[config.mk]
export PLATFORM = sky130hd
export DESIGN_NAME = frame_buffer_writer_flat
export DESIGN_NICKNAME = d
export VERILOG_FILES = /design/src/rtl/frame_buffer_writer_pkg.sv /design/src/rtl/frame_buffer_writer_if.sv /design/src/rtl/frame_buffer_writer_sync_fifo.sv /design/src/rtl/frame_buffer_writer.sv /design/src/flat_wrapper.sv
export SDC_FILE = /design/constraint.sdc
export NUM_CORES = 1
export LEC_CHECK = 0
export BUFFER_PORTS_ARGS = -buffer_cell sky130_fd_sc_hd__buf_2
export CORE_AREA = 8 8 270 272
export CTS_CLUSTER_DIAMETER = 100
export CTS_CLUSTER_SIZE = 40
export DETAILED_ROUTE_END_ITERATION = 10
export DIE_AREA = 0 0 278 280
export GPL_TIMING_DRIVEN = 0
export SLEW_MARGIN = 25
export SYNTH_ARGS = -nofsm -noshare
export SYNTH_HDL_FRONTEND = slang
export SYNTH_SLANG_ARGS = --single-unit
export TNS_END_PERCENT = 10
[constraint.sdc]
create_clock -name clk -period 8.4 [get_ports clk]
set_input_delay 0.84 -clock clk [delete_from_list [all_inputs] [get_ports clk]]
set_output_delay 0.84 -clock clk [all_outputs]
set_load 0.02 [all_outputs]
[src/rtl/frame_buffer_writer_pkg.sv]
// rtl/frame_buffer_writer_pkg.sv - shared state type and frame geometry defaults for the camera frame buffer
package cam_fb_pkg;

  localparam int unsigned H_RES_DEF      = 1280;
  localparam int unsigned V_RES_DEF      = 720;
  localparam int unsigned ADDR_WIDTH_DEF = 20;

  typedef enum logic [1:0] {
    IDLE   = 2'd0,
    ACTIVE = 2'd1,
    FLUSH  = 2'd2
  } fbw_state_e;

  // One extra bit so a counter can reach the limit and be seen as clipped.
  function automatic int unsigned cnt_width(input int unsigned n);
    return $clog2(n) + 1;
  endfunction

endpackage

[src/rtl/frame_buffer_writer_if.sv]
// rtl/frame_buffer_writer_if.sv - camera pixel input and RAM write port bundle
interface frame_buffer_writer_if #(
  parameter int unsigned DATA_WIDTH = 16,
  parameter int unsigned ADDR_WIDTH = 20
);
  logic [DATA_WIDTH-1:0] vin_data;
  logic                  vin_de;
  logic                  vin_vs;
  logic                  vin_hs;
  logic [ADDR_WIDTH-1:0] ram_wr_addr;
  logic [DATA_WIDTH-1:0] ram_wr_data;
  logic                  ram_wr_en;
  logic                  ram_wr_ready;

  modport master (
    input  vin_data, vin_de, vin_vs, vin_hs,
    output ram_wr_addr, ram_wr_data, ram_wr_en,
    input  ram_wr_ready
  );

  modport slave (
    output vin_data, vin_de, vin_vs, vin_hs,
    input  ram_wr_addr, ram_wr_data, ram_wr_en,
    output ram_wr_ready
  );
endinterface

[src/rtl/frame_buffer_writer_sync_fifo.sv]
// rtl/frame_buffer_writer_sync_fifo.sv - show-ahead synchronous FIFO, push accepted when full if a pop frees a slot
module sync_fifo #(
  parameter int unsigned WIDTH = 36,
  parameter int unsigned DEPTH = 16
) (
  input  logic             clk,
  input  logic             rst_n,
  input  logic             push,
  input  logic [WIDTH-1:0] push_data,
  input  logic             pop,
  output logic [WIDTH-1:0] pop_data,
  output logic             full,
  output logic             empty
);
  localparam int unsigned AW = $clog2(DEPTH);
  localparam int unsigned PW = AW + 1;

  logic [WIDTH-1:0] mem_q [DEPTH];
  logic [PW-1:0]    wr_ptr_q, wr_ptr_d;
  logic [PW-1:0]    rd_ptr_q, rd_ptr_d;
  logic             do_push;
  logic             do_pop;

  assign empty    = (wr_ptr_q == rd_ptr_q);
  assign full     = (wr_ptr_q[AW] != rd_ptr_q[AW]) &&
                    (wr_ptr_q[AW-1:0] == rd_ptr_q[AW-1:0]);
  assign do_pop   = pop && !empty;
  assign do_push  = push && (!full || do_pop);
  assign pop_data = mem_q[rd_ptr_q[AW-1:0]];

  always_comb begin
    wr_ptr_d = wr_ptr_q;
    rd_ptr_d = rd_ptr_q;
    if (do_push) wr_ptr_d = wr_ptr_q + PW'(1);
    if (do_pop)  rd_ptr_d = rd_ptr_q + PW'(1);
  end

  always_ff @(posedge clk or negedge rst_n) begin
    if (!rst_n) begin
      wr_ptr_q <= '0;
      rd_ptr_q <= '0;
    end else begin
      wr_ptr_q <= wr_ptr_d;
      rd_ptr_q <= rd_ptr_d;
    end
  end

  always_ff @(posedge clk) begin
    if (do_push) mem_q[wr_ptr_q[AW-1:0]] <= push_data;
  end
endmodule

[src/rtl/frame_buffer_writer.sv]
// rtl/frame_buffer_writer.sv - turns the raw camera stream into linear-address RAM writes
// with frame completion and sticky loss/clip status.
module frame_buffer_writer
  import cam_fb_pkg::*;
#(
  parameter int unsigned DATA_WIDTH = 16,
  parameter int unsigned H_RES      = H_RES_DEF,
  parameter int unsigned V_RES      = V_RES_DEF,
  parameter int unsigned ADDR_WIDTH = ADDR_WIDTH_DEF,
  parameter int unsigned FIFO_DEPTH = 16,
  parameter bit          VS_POL     = 1'b1
) (
  input  logic                         clk,
  input  logic                         rst_n,
  input  logic                         enable,
  input  logic                         clr_status,
  frame_buffer_writer_if.master        vif,
  output logic                         frame_done,
  output logic                         busy,
  output logic                         overflow,
  output logic                         clip_err,
  output logic [9:0]                   line_cnt
);
  localparam int unsigned X_W = cnt_width(H_RES);
  localparam int unsigned Y_W = cnt_width(V_RES);
  localparam int unsigned E_W = ADDR_WIDTH + DATA_WIDTH;
  localparam logic [X_W-1:0]        X_LIM     = X_W'(H_RES);
  localparam logic [Y_W-1:0]        Y_LIM     = Y_W'(V_RES);
  localparam logic [ADDR_WIDTH-1:0] LINE_STEP = ADDR_WIDTH'(H_RES);

  logic                  de_q, de_d, de_prev_q, de_prev_d;
  logic                  vs_q, vs_d, vs_prev_q, vs_prev_d;
  logic [DATA_WIDTH-1:0] data_q, data_d;
  logic [X_W-1:0]        x_q, x_d;
  logic [Y_W-1:0]        y_q, y_d;
  logic [ADDR_WIDTH-1:0] base_q, base_d;
  logic [9:0]            line_cnt_q, line_cnt_d;
  fbw_state_e            state_q, state_d;
  logic                  frame_done_q, frame_done_d;
  logic                  overflow_q, overflow_d;
  logic                  clip_err_q, clip_err_d;
  logic                  wr_en_q, wr_en_d;
  logic [ADDR_WIDTH-1:0] wr_addr_q, wr_addr_d;
  logic [DATA_WIDTH-1:0] wr_data_q, wr_data_d;

  logic                  vs_start, de_fall, count_en, clipped;
  logic                  fifo_push, fifo_pop, fifo_full, fifo_empty;
  logic                  out_load, ovf_set, clip_set;
  logic [ADDR_WIDTH-1:0] pix_addr;
  logic [E_W-1:0]        fifo_head;
  logic                  unused_hs;

  // Horizontal sync carries no information the de edges do not already give.
  assign unused_hs = vif.vin_hs;

  always_comb begin
    de_d      = vif.vin_de;
    vs_d      = (vif.vin_vs == VS_POL);
    data_d    = vif.vin_data;
    de_prev_d = de_q;
    vs_prev_d = vs_q;
  end

  assign vs_start = vs_q && !vs_prev_q;
  assign de_fall  = de_prev_q && !de_q;
  assign count_en = (state_q != FLUSH);
  assign clipped  = (x_q >= X_LIM) || (y_q >= Y_LIM);
  assign pix_addr = base_q + ADDR_WIDTH'(x_q);

  // base tracks y*H_RES incrementally so no multiplier is needed.
  always_comb begin
    x_d        = x_q;
    y_d        = y_q;
    base_d     = base_q;
    line_cnt_d = line_cnt_q;
    if (vs_start) begin
      x_d        = '0;
      y_d        = '0;
      base_d     = '0;
      line_cnt_d = '0;
    end else if (count_en && de_fall) begin
      x_d = '0;
      if (y_q != '1) begin
        y_d    = y_q + Y_W'(1);
        base_d = base_q + LINE_STEP;
      end
      if (line_cnt_q != '1) line_cnt_d = line_cnt_q + 10'd1;
    end else if (count_en && de_q) begin
      if (x_q != '1) x_d = x_q + X_W'(1);
    end
  end

  always_comb begin
    state_d      = state_q;
    frame_done_d = 1'b0;
    case (state_q)
      IDLE:   if (vs_start && enable) state_d = ACTIVE;
      ACTIVE: if (vs_start) state_d = FLUSH;
      FLUSH: begin
        if (fifo_empty && !wr_en_q) begin
          frame_done_d = 1'b1;
          state_d      = enable ? ACTIVE : IDLE;
        end
      end
      default: state_d = IDLE;
    endcase
  end

  assign fifo_push = (state_q == ACTIVE) && de_q && !clipped;
  assign clip_set  = (state_q == ACTIVE) && de_q && clipped;
  assign ovf_set   = fifo_push && fifo_full && !fifo_pop;

  always_comb begin
    overflow_d = ovf_set  || (overflow_q && !clr_status);
    clip_err_d = clip_set || (clip_err_q && !clr_status);
  end

  // The output register only refills when empty or when its word is taken.
  assign out_load = !wr_en_q || vif.ram_wr_ready;
  assign fifo_pop = out_load && !fifo_empty;

  always_comb begin
    wr_en_d   = wr_en_q;
    wr_addr_d = wr_addr_q;
    wr_data_d = wr_data_q;
    if (out_load) begin
      wr_en_d = !fifo_empty;
      if (!fifo_empty) begin
        wr_addr_d = fifo_head[E_W-1:DATA_WIDTH];
        wr_data_d = fifo_head[DATA_WIDTH-1:0];
      end
    end
  end

  sync_fifo #(
    .WIDTH (E_W),
    .DEPTH (FIFO_DEPTH)
  ) u_fifo (
    .clk       (clk),
    .rst_n     (rst_n),
    .push      (fifo_push),
    .push_data ({pix_addr, data_q}),
    .pop       (fifo_pop),
    .pop_data  (fifo_head),
    .full      (fifo_full),
    .empty     (fifo_empty)
  );

  always_ff @(posedge clk or negedge rst_n) begin
    if (!rst_n) begin
      de_q         <= 1'b0;
      de_prev_q    <= 1'b0;
      vs_q         <= 1'b0;
      vs_prev_q    <= 1'b0;
      data_q       <= '0;
      x_q          <= '0;
      y_q          <= '0;
      base_q       <= '0;
      line_cnt_q   <= '0;
      state_q      <= IDLE;
      frame_done_q <= 1'b0;
      overflow_q   <= 1'b0;
      clip_err_q   <= 1'b0;
      wr_en_q      <= 1'b0;
      wr_addr_q    <= '0;
      wr_data_q    <= '0;
    end else begin
      de_q         <= de_d;
      de_prev_q    <= de_prev_d;
      vs_q         <= vs_d;
      vs_prev_q    <= vs_prev_d;
      data_q       <= data_d;
      x_q          <= x_d;
      y_q          <= y_d;
      base_q       <= base_d;
      line_cnt_q   <= line_cnt_d;
      state_q      <= state_d;
      frame_done_q <= frame_done_d;
      overflow_q   <= overflow_d;
      clip_err_q   <= clip_err_d;
      wr_en_q      <= wr_en_d;
      wr_addr_q    <= wr_addr_d;
      wr_data_q    <= wr_data_d;
    end
  end

  assign vif.ram_wr_en   = wr_en_q;
  assign vif.ram_wr_addr = wr_addr_q;
  assign vif.ram_wr_data = wr_data_q;
  assign frame_done      = frame_done_q;
  assign busy            = (state_q != IDLE);
  assign overflow        = overflow_q;
  assign clip_err        = clip_err_q;
  assign line_cnt        = line_cnt_q;
endmodule
[src/flat_wrapper.sv]
// flat-port wrapper written by rule: the top's interface ports become plain ports
module frame_buffer_writer_flat import cam_fb_pkg::*;
#(
  parameter int unsigned DATA_WIDTH = 16,
  parameter int unsigned H_RES      = H_RES_DEF,
  parameter int unsigned V_RES      = V_RES_DEF,
  parameter int unsigned ADDR_WIDTH = ADDR_WIDTH_DEF,
  parameter int unsigned FIFO_DEPTH = 16,
  parameter bit          VS_POL     = 1'b1
)
  (clk, rst_n, enable, clr_status, frame_done, busy, overflow, clip_err, line_cnt, vif_vin_data, vif_vin_de, vif_vin_vs, vif_vin_hs, vif_ram_wr_addr, vif_ram_wr_data, vif_ram_wr_en, vif_ram_wr_ready);
  frame_buffer_writer_if #(.DATA_WIDTH(DATA_WIDTH), .ADDR_WIDTH(ADDR_WIDTH)) vif_i ();
  input  logic clk;
  input  logic rst_n;
  input  logic enable;
  input  logic clr_status;
  output logic frame_done;
  output logic busy;
  output logic overflow;
  output logic clip_err;
  output logic [9:0] line_cnt;
  input wire logic [$bits(vif_i.vin_data)-1:0] vif_vin_data;
  input wire logic [$bits(vif_i.vin_de)-1:0] vif_vin_de;
  input wire logic [$bits(vif_i.vin_vs)-1:0] vif_vin_vs;
  input wire logic [$bits(vif_i.vin_hs)-1:0] vif_vin_hs;
  output wire logic [$bits(vif_i.ram_wr_addr)-1:0] vif_ram_wr_addr;
  output wire logic [$bits(vif_i.ram_wr_data)-1:0] vif_ram_wr_data;
  output wire logic [$bits(vif_i.ram_wr_en)-1:0] vif_ram_wr_en;
  input wire logic [$bits(vif_i.ram_wr_ready)-1:0] vif_ram_wr_ready;
  assign vif_i.vin_data = vif_vin_data;
  assign vif_i.vin_de = vif_vin_de;
  assign vif_i.vin_vs = vif_vin_vs;
  assign vif_i.vin_hs = vif_vin_hs;
  assign vif_ram_wr_addr = vif_i.ram_wr_addr;
  assign vif_ram_wr_data = vif_i.ram_wr_data;
  assign vif_ram_wr_en = vif_i.ram_wr_en;
  assign vif_i.ram_wr_ready = vif_ram_wr_ready;
  frame_buffer_writer #(.DATA_WIDTH(DATA_WIDTH), .H_RES(H_RES), .V_RES(V_RES), .ADDR_WIDTH(ADDR_WIDTH), .FIFO_DEPTH(FIFO_DEPTH), .VS_POL(VS_POL)) u_core (.clk(clk), .rst_n(rst_n), .enable(enable), .clr_status(clr_status), .vif(vif_i), .frame_done(frame_done), .busy(busy), .overflow(overflow), .clip_err(clip_err), .line_cnt(line_cnt));
endmodule
Yosys cells after proc, flatten, opt, wreduce, memory -nomap -nowiden. Memories as Yosys holds them, arrays and structs flattened. A register that Yosys moved wholly into a read port is not among the register bits. Index checks and enable logic that the tools add are counted.

$add $sub $neg: 7. Order comparisons: 2. Equality and inequality tests: 12. Multiplexer cells: 22. Bitwise logic cells: 1. Reduce and logical (&&, ||, !) cells: 43.

Operators with widths (count): 20-bit 2-to-1 mux (3); 12-bit 2-to-1 mux (4); 11-bit 2-to-1 mux (3); 10-bit 2-to-1 mux (3); 20-bit by 11-bit adder with 20-bit output (second input constant) (1); 20-bit by 12-bit adder with 20-bit output (1); 1-bit logical AND (17); 12-bit by 1-bit adder with 12-bit output (second input constant) (1); 12-bit by 11-bit >= comparator with 1-bit output (second input constant) (1); 12-bit != test (second input constant) (1); 11-bit by 1-bit adder with 11-bit output (second input constant) (1); 11-bit by 10-bit >= comparator with 1-bit output (second input constant) (1); 11-bit != test (second input constant) (1); 10-bit by 1-bit adder with 10-bit output (second input constant) (1); 5-bit by 1-bit adder with 5-bit output (second input constant) (2); 10-bit != test (second input constant) (1); 1-bit zero test (9); 2-bit AND reduction (4); 2-bit nonzero test (4); 2-bit 2-to-1 mux (3); 2-bit by 1-bit != test with 1-bit output (second input constant) (3); 2-bit case mux with 3 select lines (1); 3-bit nonzero test (2); 5-bit equality test (1); other kinds (10) (18).

Flip-flop bits (word level): 89. Bits in writable memories: 576. Output and inout bits: 51. Logic and storage cells: 104. Memories: 1.

Memory list: u_core.u_fifo.mem_q (words 16, width 36, rd ports 1, clocked after memory_dff 1, write ports 1, RTL line frame_buffer_writer_sync_fifo.sv:18) `logic [WIDTH-1:0] mem_q [DEPTH];`.

Longest topological paths before layout. Gate-level depths: netlist of run 1.

Depth after elaboration: 8. Gate-level depth with buffers: 7. Mapped depth without buffers: 5.

Hierarchy. Synthesis of run 1 repeated with hierarchy kept, for this count alone.

Cells, all modules: 1387. Area total of the unflattened synthesis: 27121.0 sq um.

By module, submodules not included: sync_fifo (instances 1, cells each 952, area each 22198.8 sq um, sequential area each 17546.8 sq um); frame_buffer_writer (instances 1, cells each 435, area each 4922.2 sq um, sequential area each 2677.6 sq um).

Worst setup path before layout of run 1. Ideal clock, no wire load.

Kind: input to register. From: in vif_ram_wr_ready. To: mem u_core.u_fifo.mem_q[15][0], enable pin. Data arrival time: 3.900 ns. Setup slack: 4.012 ns. Stages: 3. Path through: nand2b_1 > nor2_1 > a211oi_1.

Longest elaborated chain between the ends: 7.

RTL lines: start: declaration (RTL line flat_wrapper.sv:29) `input wire logic [$bits(vif_i.ram_wr_ready)-1:0] vif_ram_wr_ready;`; 1-bit logical OR (RTL line frame_buffer_writer.sv:119) `assign out_load = !wr_en_q || vif.ram_wr_ready;`; 1-bit logical AND (RTL line frame_buffer_writer.sv:120) `assign fifo_pop = out_load && !fifo_empty;`; 1-bit logical AND (RTL line frame_buffer_writer_sync_fifo.sv:27) `assign do_pop = pop && !empty;`; 1-bit logical OR (RTL line frame_buffer_writer_sync_fifo.sv:28) `assign do_push = push && (!full || do_pop);`; 1-bit logical AND (RTL line frame_buffer_writer_sync_fifo.sv:28); 1-bit 2-to-1 mux (RTL line frame_buffer_writer_sync_fifo.sv:49) `if (do_push) mem_q[wr_ptr_q[AW-1:0]] <= push_data;`; 1-bit 2-to-1 mux (not written as such) (RTL line frame_buffer_writer_sync_fifo.sv:49); end: declaration (RTL line frame_buffer_writer_sync_fifo.sv:18).

Every way passes these cells.

Worst setup path in the final report of run 1.
From: reg u_core.x_q[9]. To: mem u_core.u_fifo.mem_q[2][17], enable pin.

Longest elaborated chain between the ends: 7.

RTL lines: start: declaration (RTL line frame_buffer_writer.sv:34) `logic [X_W-1:0] x_q, x_d;`; start signal: assignment (RTL line frame_buffer_writer.sv:156) `x_q <= '0;`; start signal: assignment (RTL line frame_buffer_writer.sv:173) `x_q <= x_d;`; 12-bit by 11-bit >= comparator with 1-bit output (RTL line frame_buffer_writer.sv:67) `assign clipped = (x_q >= X_LIM) || (y_q >= Y_LIM);`; 1-bit logical OR (RTL line frame_buffer_writer.sv:67); 1-bit zero test (RTL line frame_buffer_writer.sv:109) `assign fifo_push = (state_q == ACTIVE) && de_q && !clipped;`; 1-bit logical AND (RTL line frame_buffer_writer.sv:109); 1-bit logical AND (RTL line frame_buffer_writer_sync_fifo.sv:28); 1-bit 2-to-1 mux (RTL line frame_buffer_writer_sync_fifo.sv:49); 1-bit 2-to-1 mux (not written as such) (RTL line frame_buffer_writer_sync_fifo.sv:49).

Every way passes these cells.

==> flow_summary.toml, run 1 <==
[status]
status = "finished, final reports clean"

[timing]
timing.clock.skew_ns = 0.06338
slew-limit-headroom = 0.3348
achievable-frequency_ghz = 0.3118
min_period_over_period = 0.3818
fin_setup_tns_ns = 0
timing.final.crit_period_ns = 3.207
hold_slack_ns = 0.09520
hold_violation_total_from_the_final_report = 0
worstMarginPinSlew_ns = 0.9944
final-setup-viol-count = 0
unrepaired_setup_endpoints_after_global_routing = "false"
maxSlewViolCount = 0

[logic_synthesis]
synthFlopType = "edfxtp_1"
async_flop_share = 0.1688
yosys.cell_count.top_type = "edfxtp_1"
synth-edff-count = 576
synth_cell_type_count = 54
total_of_warnings_raised_by_yosys = 0
mappedNetlistArea_mm2 = 0.02715
synth_seq_cells = 693
synth_nets = 1442
ys_top_cells_by_count = "edfxtp_1, mux4_2, dfrtp_1"
syn_avg_cell_area_um2 = 19.37
synth_cells = 1402
synthTopCellsByArea = "edfxtp_1, mux4_2, dfrtp_1, a22oi_1, mux2_2"
sequential_share_of_the_synthesized_area = 0.7449
synth_largest_type_area_fraction = 0.6371
synthDominantAreaCellType = "edfxtp_1"

[die]
chipWidth_um = 278
io_pins = 75
effective_utilization_at_floorplan = 0.3939
die_h_um = 280
core_mm2 = 0.06894
floorplan.rows = 97
design.die.area_mm2 = 0.07784

[finish]
antenna_cells = 0
layout.filler_cells = 6022
area_growth_pct = 10.77
finalNetCount = 1562
drive_gt1_frac = 0.2433

[cts]
post_cts.resized_instances = 0
post_cts_buffers = 0
insertion_delay_ns = 0.61
clkTransAtPathRegs_ns = 0.14
tritoncts_clock_tree = "yes"
cts_root_buffer = "clkbuf_16"
cts_hold_buffers = 0
tritoncts.num_buffers = 25
cts_max_level = 1
cts.sink_count = 693
cts-root-to-sink-buffers = 3

[pwr]
power_report.internal_total_uw = 5625
sequentialPowerShare = 0.495
power-per-cell-area_mw_per_mm2 = 276.3
leakage_uw = 0.01006
max-vdd-ir-drop_mv = 0.1532
psw_uw = 2684
switching_share = 0.3230
power_frac_clock = 0.204
p_comb_frac = 0.300

[global_route]
grt_max_degree = 83
first_global_vias = 14160
gr-usage-all-layers = 0.1552
grt-ovfl-total = 0
first_pass_grt_wire_length_um = 92000
antenna_violations_before_repair = 0

[hold_path]
worstHoldPathType = "primary input to async pin"

[detailed_routing]
wirelength_um = 61350
vias = 13670
avgViaCountPerCell = 5.621
firstDrtPassIters = 5
detail_route.wl_per_cell_um = 25.23
drt_drc_violations_left = 0
detail_route.iter0.violations = 1238
ant_nets = 0

[run]
max_cap_viol_count = 0

[worst_setup_path]
criticalPathCategory = "flip-flop to flip-flop"
arrival_time_at_the_worst_endpoint_ns = 3.52
worstSetupEndpointType = "flip-flop"
worstPathMaxFanout = 19
critical_path.startpoint_type = "flip-flop"
timing.critical_path.required_ns = 8.72

[placed_design]
dp_hpwl_um = 38570
buffer_ports.inserted = 73
placer_s_final_routability_congestion_estimate = 0.7900
[routing by layer]
metal | up-vias | routed length, um | global-route usage | share of wire
met3 | 54 | 2760 | 0.01954 | 0.045
met2 | 348 | 30470 | 0.2638 | 0.50
met1 | 7349 | 27240 | 0.2190 | 0.44
met5 | - | 0 | 0 | 0
met4 | 0 | 880 | 0.02259 | 0.014
li1 | 5920 | - | - | -
[path summary, 6_finish.rpt]
| kind | from | end | slack (ns) | cells past startpoint |
|---|---|---|---|---|
| setup / recovery | u_core.x_q[9] | u_core.u_fifo.mem_q[2][17] | 5.19 | 6 |
| min in group clk | vif_vin_data[12] | u_core.data_q[12] | 0.31 | 1 |
| hold reg to reg | u_core.vs_prev_d | u_core.vs_prev_q | 0.41 | 0 |
| hold / removal | rst_n | u_core.vif.ram_wr_addr[6] | 0.1 | 1 |
| setup reg to reg | u_core.x_q[9] | u_core.u_fifo.mem_q[2][17] | 5.19 | 6 |
| max in group asynchronous | rst_n | u_core.u_fifo.rd_ptr_q[2] | 7.54 | 2 |
[cells by family (layout without fill, tap and decap cells)]
kind of cell,count (synthesis),after routing,synth area share
AO/OA/AOI/OAI,172,172,0.04364
buffers and inverters,93,232,0.01521
AND/OR/NAND/NOR,209,209,0.04171
multiplexers,187,187,0.1371
other,1,1,0.0001381
XOR/XNOR,31,31,0.01000
flip-flops,693,693,0.7449
adder cells (fa/ha/maj),16,16,0.007373
[worst max-delay path: stages, from the launching register on]
cell and delay (ns):
dfrtp_1 0.49, o21ai_0 0.41, nand4_1 0.43, a21oi_1 0.52
buf_2 0.31, and3_4 0.46, buf_12 0.25
[cells in the final DEF, fill, tap and decap left out, drive strengths merged, types with 17 or more instances in the layout]
master / netlist / final
xor2: 17 / 17
edfxtp: 576 / 576
mux4: 144 / 144
nand2: 67 / 67
o21ai: 18 / 18
inv: 17 / 25
clkbuf: 38 / 71
dfrtp: 117 / 117
mux2: 38 / 38
and3: 20 / 20
a22oi: 72 / 72
nand3: 22 / 22
a21oi: 34 / 34
buf: 38 / 131
[final cells by class]
type	instances	area (um2)	area share
flip-flops and latches	693	20220	0.6725
multi-input cells	616	6701	0.2228
well taps	891	1115	0.03707
repair buffers	93	759.5	0.02525
clock buffers	33	655.6	0.02180
plain buffers	76	349.1	0.01161
clock inverters	13	206.4	0.006864
inverters	17	63.81	0.002122
[power groups by stage]
stage          sequential, uW  combinational, uW  clock, uW
2_1_floorplan            4260               1590          0
3_3_place_gp             4190               2500          0
3_5_place_dp             4190               2560          0
4_1_cts                  4120               2560       1750
5_1_grt                  4140               2700       1850
6_report                 4110               2500       1700
[state kept, by name, summed over array words and instances (netlist names)]
signal / flops
u_core.base_q: 12
u_core.clip_err: 1
u_core.data_q: 16
u_core.de_prev_d: 1
u_core.de_prev_q: 1
u_core.frame_done: 1
u_core.line_cnt: 10
u_core.overflow: 1
u_core.state_q: 2
u_core.u_fifo.mem_q: 576
u_core.u_fifo.rd_ptr_q: 5
u_core.u_fifo.wr_ptr_q: 5
u_core.vif.ram_wr_addr: 20
u_core.vif.ram_wr_data: 16
u_core.vif.ram_wr_en: 1
u_core.vs_prev_d: 1
u_core.vs_prev_q: 1
u_core.x_q: 12
u_core.y_q: 11
[metrics by stage]
stage | area (um2) | utilization | setup slack (ns) | total power (uW) | std cells
2_1_floorplan | 27150 | - | 4.012 | 5859 | 1402
3_3_place_gp | 28630 | 0.4153 | 0.3073 | 6684 | 2366
3_5_place_dp | 29150 | 0.4228 | 5.196 | 6754 | 2386
4_1_cts | 30010 | 0.4353 | 5.172 | 8429 | 2432
5_1_grt | 30080 | 0.4363 | 4.942 | 8693 | 2432
6_report | 30080 | 0.4363 | 5.193 | 8309 | 2432
Power figures use the tool's default switching activity.
==> run 2, diff against run 1 <==
--- a/config.mk
+++ b/config.mk
@@ -5,12 +5,13 @@
 export SDC_FILE = /design/constraint.sdc
 export NUM_CORES = 1
 export LEC_CHECK = 0
+export ABC_AREA = 1
 export BUFFER_PORTS_ARGS = -buffer_cell sky130_fd_sc_hd__buf_2
-export CORE_AREA = 8 8 270 272
+export CORE_AREA = 8 8 288 290
 export CTS_CLUSTER_DIAMETER = 100
 export CTS_CLUSTER_SIZE = 40
 export DETAILED_ROUTE_END_ITERATION = 10
-export DIE_AREA = 0 0 278 280
+export DIE_AREA = 0 0 296 298
 export GPL_TIMING_DRIVEN = 0
 export SLEW_MARGIN = 25
 export SYNTH_ARGS = -nofsm -noshare
==> constraint.sdc (replaced) <==
create_clock -name clk -period 3.1 [get_ports clk]
set_input_delay 0.31 -clock clk [delete_from_list [all_inputs] [get_ports clk]]
set_output_delay 0.31 -clock clk [all_outputs]
set_load 0.02 [all_outputs]
==> run 2 against run 1 <==
Against the previous run: flip-flop and latch count stayed put; register-to-register slack worse by 5.0 ns; design area is 16% higher; area after synthesis is 14% higher; critical path depth stayed put; worst setup slack worse by 5.0 ns; clock skew is 0.037 ns lower; combinational power grew to 4.2 times the previous value; sequential power grew to 2.7 times the previous value; core utilization is 0.79 points higher; final cell count is 84% higher; critical endpoint is now u_core.u_fifo.mem_q[7][31].
==> flow_summary.toml, run 2 <==
[logic_synthesis]
synthFlopType = "edfxtp_1"
synth_cells = 3244
syn_avg_cell_area_um2 = 9.546
synth-edff-count = 576
synth_seq_cells = 693
synth_nets = 3284
synthTopCellsByArea = "edfxtp_1, nand2_1, dfrtp_1, inv_1, nand3_1"
total_of_warnings_raised_by_yosys = 0
async_flop_share = 0.1688
yosys.cell_count.top_type = "nand2_1"
synth_cell_type_count = 34
synth_largest_type_area_fraction = 0.5585
ys_top_cells_by_count = "nand2_1, inv_1, edfxtp_1"
sequential_share_of_the_synthesized_area = 0.6531
synthDominantAreaCellType = "edfxtp_1"
mappedNetlistArea_mm2 = 0.03097

[worst_setup_path]
timing.critical_path.max_delay_family = "XOR/XNOR gates"
levels_on_crit_path = 6
worstPathMaxFanout = 16
max_stage_delay_cell_worst_path = "xor2_2"
worstSetupEndpointType = "flip-flop"
worstRegToRegCells = 6
critical-path-max-stage-delay_ns = 0.69
criticalPathCategory = "flip-flop to flip-flop"
arrival_time_at_the_worst_endpoint_ns = 3.20
timing.critical_path.required_ns = 3.41
cp.buffers_inverters = 0
critical_path.cell_chain = "ha_1, a21oi_1, o21ai_0, nand2_1, nor2_1, xor2_2"
critical_path.startpoint_type = "flip-flop"

[cts]
cts_max_level = 1
cts-root-to-sink-buffers = 3
insertion_delay_ns = 0.63
tritoncts.num_buffers = 25
tritoncts_clock_tree = "yes"
post_cts_buffers = 0
cts_root_buffer = "clkbuf_16"
clkTransAtPathRegs_ns = 0.13
post_cts.resized_instances = 0
cts.sink_count = 693

[die]
design.die.area_mm2 = 0.08821
chipWidth_um = 296
die_h_um = 298
core_mm2 = 0.07836
floorplan.rows = 103
effective_utilization_at_floorplan = 0.3952
io_pins = 75

[timing]
timing.final.crit_period_ns = 2.888
min_period_over_period = 0.9317
final-setup-viol-count = 0
achievable-frequency_ghz = 0.3462
setup_slack_ns = 0.2116
hold_slack_ns = 0.1139
timing.clock.skew_ns = 0.02678
maxSlewViolCount = 0
slew-limit-headroom = 0.3084
hold_violation_total_from_the_final_report = 0
unrepaired_setup_endpoints_after_global_routing = "false"
worstMarginPinSlew_ns = 1.037

[finish]
final_non_filler_cell_area_mm2 = 0.03481
drive_gt1_frac = 0.08721
register_area_mm2 = 0.02022
area_of_the_multi_input_gates_mm2 = 0.007993
layout.cells.most_common = "nand2_1"
finalNetCount = 3439
area_growth_pct = 12.39
antenna_cells = 0
layout.filler_cells = 7432
layout_common_cells = "nand2_1, inv_1, edfxtp_1, nand3_1, buf_2"
largest_register_ffs = 576

[pwr]
power.total_uw = 26500
leakage_uw = 0.01568
max-vdd-ir-drop_mv = 0.4752
power-per-cell-area_mw_per_mm2 = 761.3

[placed_design]
placed_area_mm2 = 0.03371
buffer_ports.inserted = 73
placer_s_final_routability_congestion_estimate = 0.8227
dp_worst_setup_slack_ns = 0.2790
dp_hpwl_um = 57460

[detailed_routing]
firstDrtPassIters = 6
wirelength_um = 83670
vias = 21610
ant_nets = 0
detail_route.wl_per_cell_um = 18.73
detail_route.iter0.violations = 2027
avgViaCountPerCell = 4.837
drt_drc_violations_left = 0

[global_route]
antenna_violations_before_repair = 0
gr-usage-all-layers = 0.1867
first_global_vias = 20620
grt_max_degree = 80
first_pass_grt_wire_length_um = 126100
grt-ovfl-total = 0

[status]
status = "finished, final reports clean"

[hold_path]
worstHoldPathType = "primary input to flip-flop"
min_path_cells = 4

[run]
max_cap_viol_count = 0
[run 2: changes by cell type after synthesis, sizes merged, moves of 68 or more]
cell,change
a22oi,-72
buf,+68
nand3,+398
nand2,+1102
inv,+598
mux4,-144
[run 2: what timing repair did]
item                       4_1_cts  5_1_grt
hold endpoints to repair        66        0
setup endpoints to repair        0        0
hold buffers                    21        0
[run 2: kinds of logic (layout without fill, tap and decap cells)]
group,count (synthesis),in the layout,synth area share
AO/OA/AOI/OAI,52,52,0.008848
other,1,1,0.0001211
adder cells (fa/ha/maj),16,16,0.006464
AND/OR/NAND/NOR,1706,1706,0.2288
buffers and inverters,751,924,0.09563
flip-flops,693,693,0.6531
XOR/XNOR,25,25,0.007070
[run 2: metal layers]
layer / up-vias / wire [um] / track usage
met5: - / 0 / 0
li1: 10480 / - / -
met2: 720 / 39840 / 0.3128
met3: 120 / 5240 / 0.01926
met1: 10290 / 36110 / 0.2553
met4: 0 / 2484 / 0.05589
[run 2: power by group]
group,internal [uW],switching [uW]
registers,10900,430
clock network,1680,3040
logic,2840,7640
[run 2: worst paths after layout]
check                                  from                    endpoint  slack (ns)
hold reg to reg            u_core.vs_prev_d            u_core.vs_prev_q        0.39
hold / removal             vif_ram_wr_ready        u_core.vif.ram_wr_en        0.11
min in group asynchronous             rst_n            u_core.data_q[2]        0.14
setup reg to reg              u_core.x_q[9]  u_core.u_fifo.mem_q[7][31]        0.21
setup / recovery              u_core.x_q[9]  u_core.u_fifo.mem_q[7][31]        0.21
max in group asynchronous             rst_n               u_core.x_q[5]        2.17
[run 2: worst min-delay path, delay by kind of cell]
kind,cells,cell delay [ns]
buf+inv,2,0.25
simple gates,2,0.12
[run 2: final cells by class]
class,instances,share of cell area
Clock inverter,15,0.006543
Buffer,134,0.01855
Tap cell,1050,0.03775
Clock buffer,30,0.01880
Timing Repair Buffer,128,0.04112
Sequential cell,693,0.5811
Multi-Input combinational cell,1800,0.2296
Inverter,617,0.06654
[run 2: through the flow]
stage	cells	util	TNS [ns]
after floorplan	3244	-	-4.158
after global placement	4367	0.4167	-1095.91
after detailed placement	4401	0.4303	0
after CTS	4467	0.4442	0
after global routing	4467	0.4442	0
final	4467	0.4442	0
==> run 3, diff against run 2 <==
--- a/config.mk
+++ b/config.mk
@@ -7,12 +7,13 @@
 export LEC_CHECK = 0
 export ABC_AREA = 1
 export BUFFER_PORTS_ARGS = -buffer_cell sky130_fd_sc_hd__buf_2
-export CORE_AREA = 8 8 288 290
+export CORE_AREA = 8 8 247 249
 export CTS_CLUSTER_DIAMETER = 100
 export CTS_CLUSTER_SIZE = 40
 export DETAILED_ROUTE_END_ITERATION = 10
-export DIE_AREA = 0 0 296 298
+export DIE_AREA = 0 0 255 257
 export GPL_TIMING_DRIVEN = 0
+export PLACE_DENSITY = 0.71
 export SLEW_MARGIN = 25
 export SYNTH_ARGS = -nofsm -noshare
 export SYNTH_HDL_FRONTEND = slang
==> run 3 against run 2 <==
Against the previous run: register-to-register slack hardly changed; largest power group unchanged; largest cell class unchanged; critical path depth is 2 higher; worst hold slack better by 0.050 ns; first-iteration DRC count is 9.9% higher.
==> flow_summary.toml, run 3 (synthesis results as in run 2) <==
[timing]
fin_setup_tns_ns = 0
timing.final.crit_period_ns = 2.892
achievable-frequency_ghz = 0.3458
setup_slack_ns = 0.2082
slew-limit-headroom = 0.2871
unrepaired_setup_endpoints_after_global_routing = "false"
worstMarginPinSlew_ns = 1.069
final-setup-viol-count = 0
hold_violation_total_from_the_final_report = 0
maxSlewViolCount = 0
timing.clock.skew_ns = 0.02767
min_period_over_period = 0.9328

[detailed_routing]
wirelength_um = 79060
firstDrtPassIters = 5
ant_nets = 0
vias = 21790
avgViaCountPerCell = 5.214
drt_drc_violations_left = 0
detail_route.wl_per_cell_um = 18.92
detail_route.iter0.violations = 2228

[global_route]
antenna_violations_before_repair = 0
grt_max_degree = 64
gr-usage-all-layers = 0.2389
first_pass_grt_wire_length_um = 120500
grt-ovfl-total = 0
first_global_vias = 21020

[worst_setup_path]
critical_path.startpoint_type = "flip-flop"
arrival_time_at_the_worst_endpoint_ns = 3.21
r2r_setup_slack_ns = 0.21
timing.critical_path.required_ns = 3.42
worstPathMaxFanout = 20
criticalPathCategory = "flip-flop to flip-flop"
crit_start = "u_core.u_fifo.rd_ptr_q[1]"
worstSetupEndpointType = "flip-flop"
reg2reg_to = "u_core.u_fifo.mem_q[0][15]"
worstRegToRegCells = 8
rr_startpoint = "u_core.u_fifo.rd_ptr_q[1]"
timing.critical_path.to = "u_core.u_fifo.mem_q[0][15]"

[pwr]
leakage_uw = 0.01562
power_report.internal_total_uw = 15390
sequentialPowerShare = 0.430
power_frac_clock = 0.179
switching_share = 0.4151
psw_uw = 10920
max-vdd-ir-drop_mv = 0.5281
power-per-cell-area_mw_per_mm2 = 766.3
p_comb_frac = 0.391

[cts]
cts-root-to-sink-buffers = 3
tritoncts.num_buffers = 25
clkTransAtPathRegs_ns = 0.14
tritoncts_clock_tree = "yes"
cts_root_buffer = "clkbuf_16"
cts_max_level = 1
post_cts_buffers = 0
cts.sink_count = 693
insertion_delay_ns = 0.62

[finish]
area_growth_pct = 10.87
drive_gt1_frac = 0.08556
antenna_cells = 0
final_non_filler_cell_area_mm2 = 0.03434
layout.cells.most_common = "nand2_1"
fin_cells = 4178
finalNetCount = 3435
largest_register_ffs = 576
layout_common_cells = "nand2_1, inv_1, edfxtp_1, nand3_1, buf_2"

[die]
effective_utilization_at_floorplan = 0.5430
die_h_um = 257
chipWidth_um = 255
core_mm2 = 0.05703
floorplan.rows = 88
io_pins = 75
design.die.area_mm2 = 0.06554

[run]
max_cap_viol_count = 0

[hold_path]
worstHoldPathType = "primary input to async pin"

[placed_design]
dp_worst_setup_slack_ns = 0.09672
placer_s_final_routability_congestion_estimate = 0.8814
buffer_ports.inserted = 73
dp_cells = 4111
dp_hpwl_um = 53970
placed_area_mm2 = 0.03317

[status]
status = "finished, final reports clean"
-- run 3: changes by cell type in the layout (fill, tap and decap cells not counted), moves of 2 or more --
cell,delta
buf_16,-8
inv_12,+2
clkbuf_1,+2
clkinv_8,-3
buf_12,+6
inv_8,-3
buf_6,-2
-- run 3: final cells by class --
| type | count | area (um2) |
|---|---|---|
| Fill cell | 4809 | 22700 |
| Sequential cell | 693 | 20220 |
| Multi-Input combinational cell | 1800 | 7995 |
| Inverter | 617 | 2316 |
| Timing Repair Buffer | 124 | 1304 |
| Tap cell | 765 | 957.2 |
| Clock buffer | 32 | 661.9 |
| Buffer | 134 | 645.6 |
| Clock inverter | 13 | 231.5 |
-- run 3: stage by stage --
stage / total power (uW) / utilization / hold slack (ns)
6_report: 26310 / 0.6020 / 0.1634
3_3_place_gp: 21300 / 0.5662 / 0.3679
3_5_place_dp: 21650 / 0.5817 / 0.2636
2_1_floorplan: 17750 / - / 0.01441
5_1_grt: 27660 / 0.6020 / 0.1987
4_1_cts: 26270 / 0.6012 / 0.1651
-- run 3: how the worst min path moves through the flow --
stage / startpoint / end / slack (ns) / cells past startpoint
after CTS: rst_n / u_core.y_q[3] / 0.17 / 2
after global placement: u_core.vs_prev_d / u_core.vs_prev_q / 0.37 / 0
after detailed placement: rst_n / u_core.y_q[3] / 0.26 / 1
after global routing: rst_n / u_core.y_q[3] / 0.20 / 2
final: rst_n / u_core.y_q[3] / 0.16 / 2
after floorplan: rst_n / u_core.base_q[10] / 0.01 / 0
-- run 3: routing by layer --
layer | share of wire | wire [um] | track usage
met1 | 0.40 | 31450 | 0.3149
met2 | 0.49 | 38640 | 0.4077
met3 | 0.071 | 5649 | 0.02177
met4 | 0.042 | 3321 | 0.09054
met5 | 0 | 0 | 0
-- run 3: power groups by stage --
stage	Clock [uW]	Combinational (uW)	Sequential, uW
2_1_floorplan	0	6020	11700
3_3_place_gp	0	9770	11500
3_5_place_dp	0	10100	11500
4_1_cts	4750	10200	11300
5_1_grt	5020	11300	11400
6_report	4710	10300	11300
-- run 3: critical path, stage by stage (launching register included) --
cell	delay, ns
dfrtp_1	0.50
inv_2	0.32
nand2_1	0.11
nand2_1	0.09
nor2_1	0.09
nand3_2	0.21
nand3_1	0.30
nor2_4	0.66
buf_12	0.27
-- run 3: what timing repair did --
| item | in CTS | in global routing |
|---|---|---|
| gates resized for setup | 0 | 1 |
| hold endpoints to repair | 76 | 0 |
| endpoints found under the setup margin | 0 | 16 |
| hold buffers | 22 | 0 |
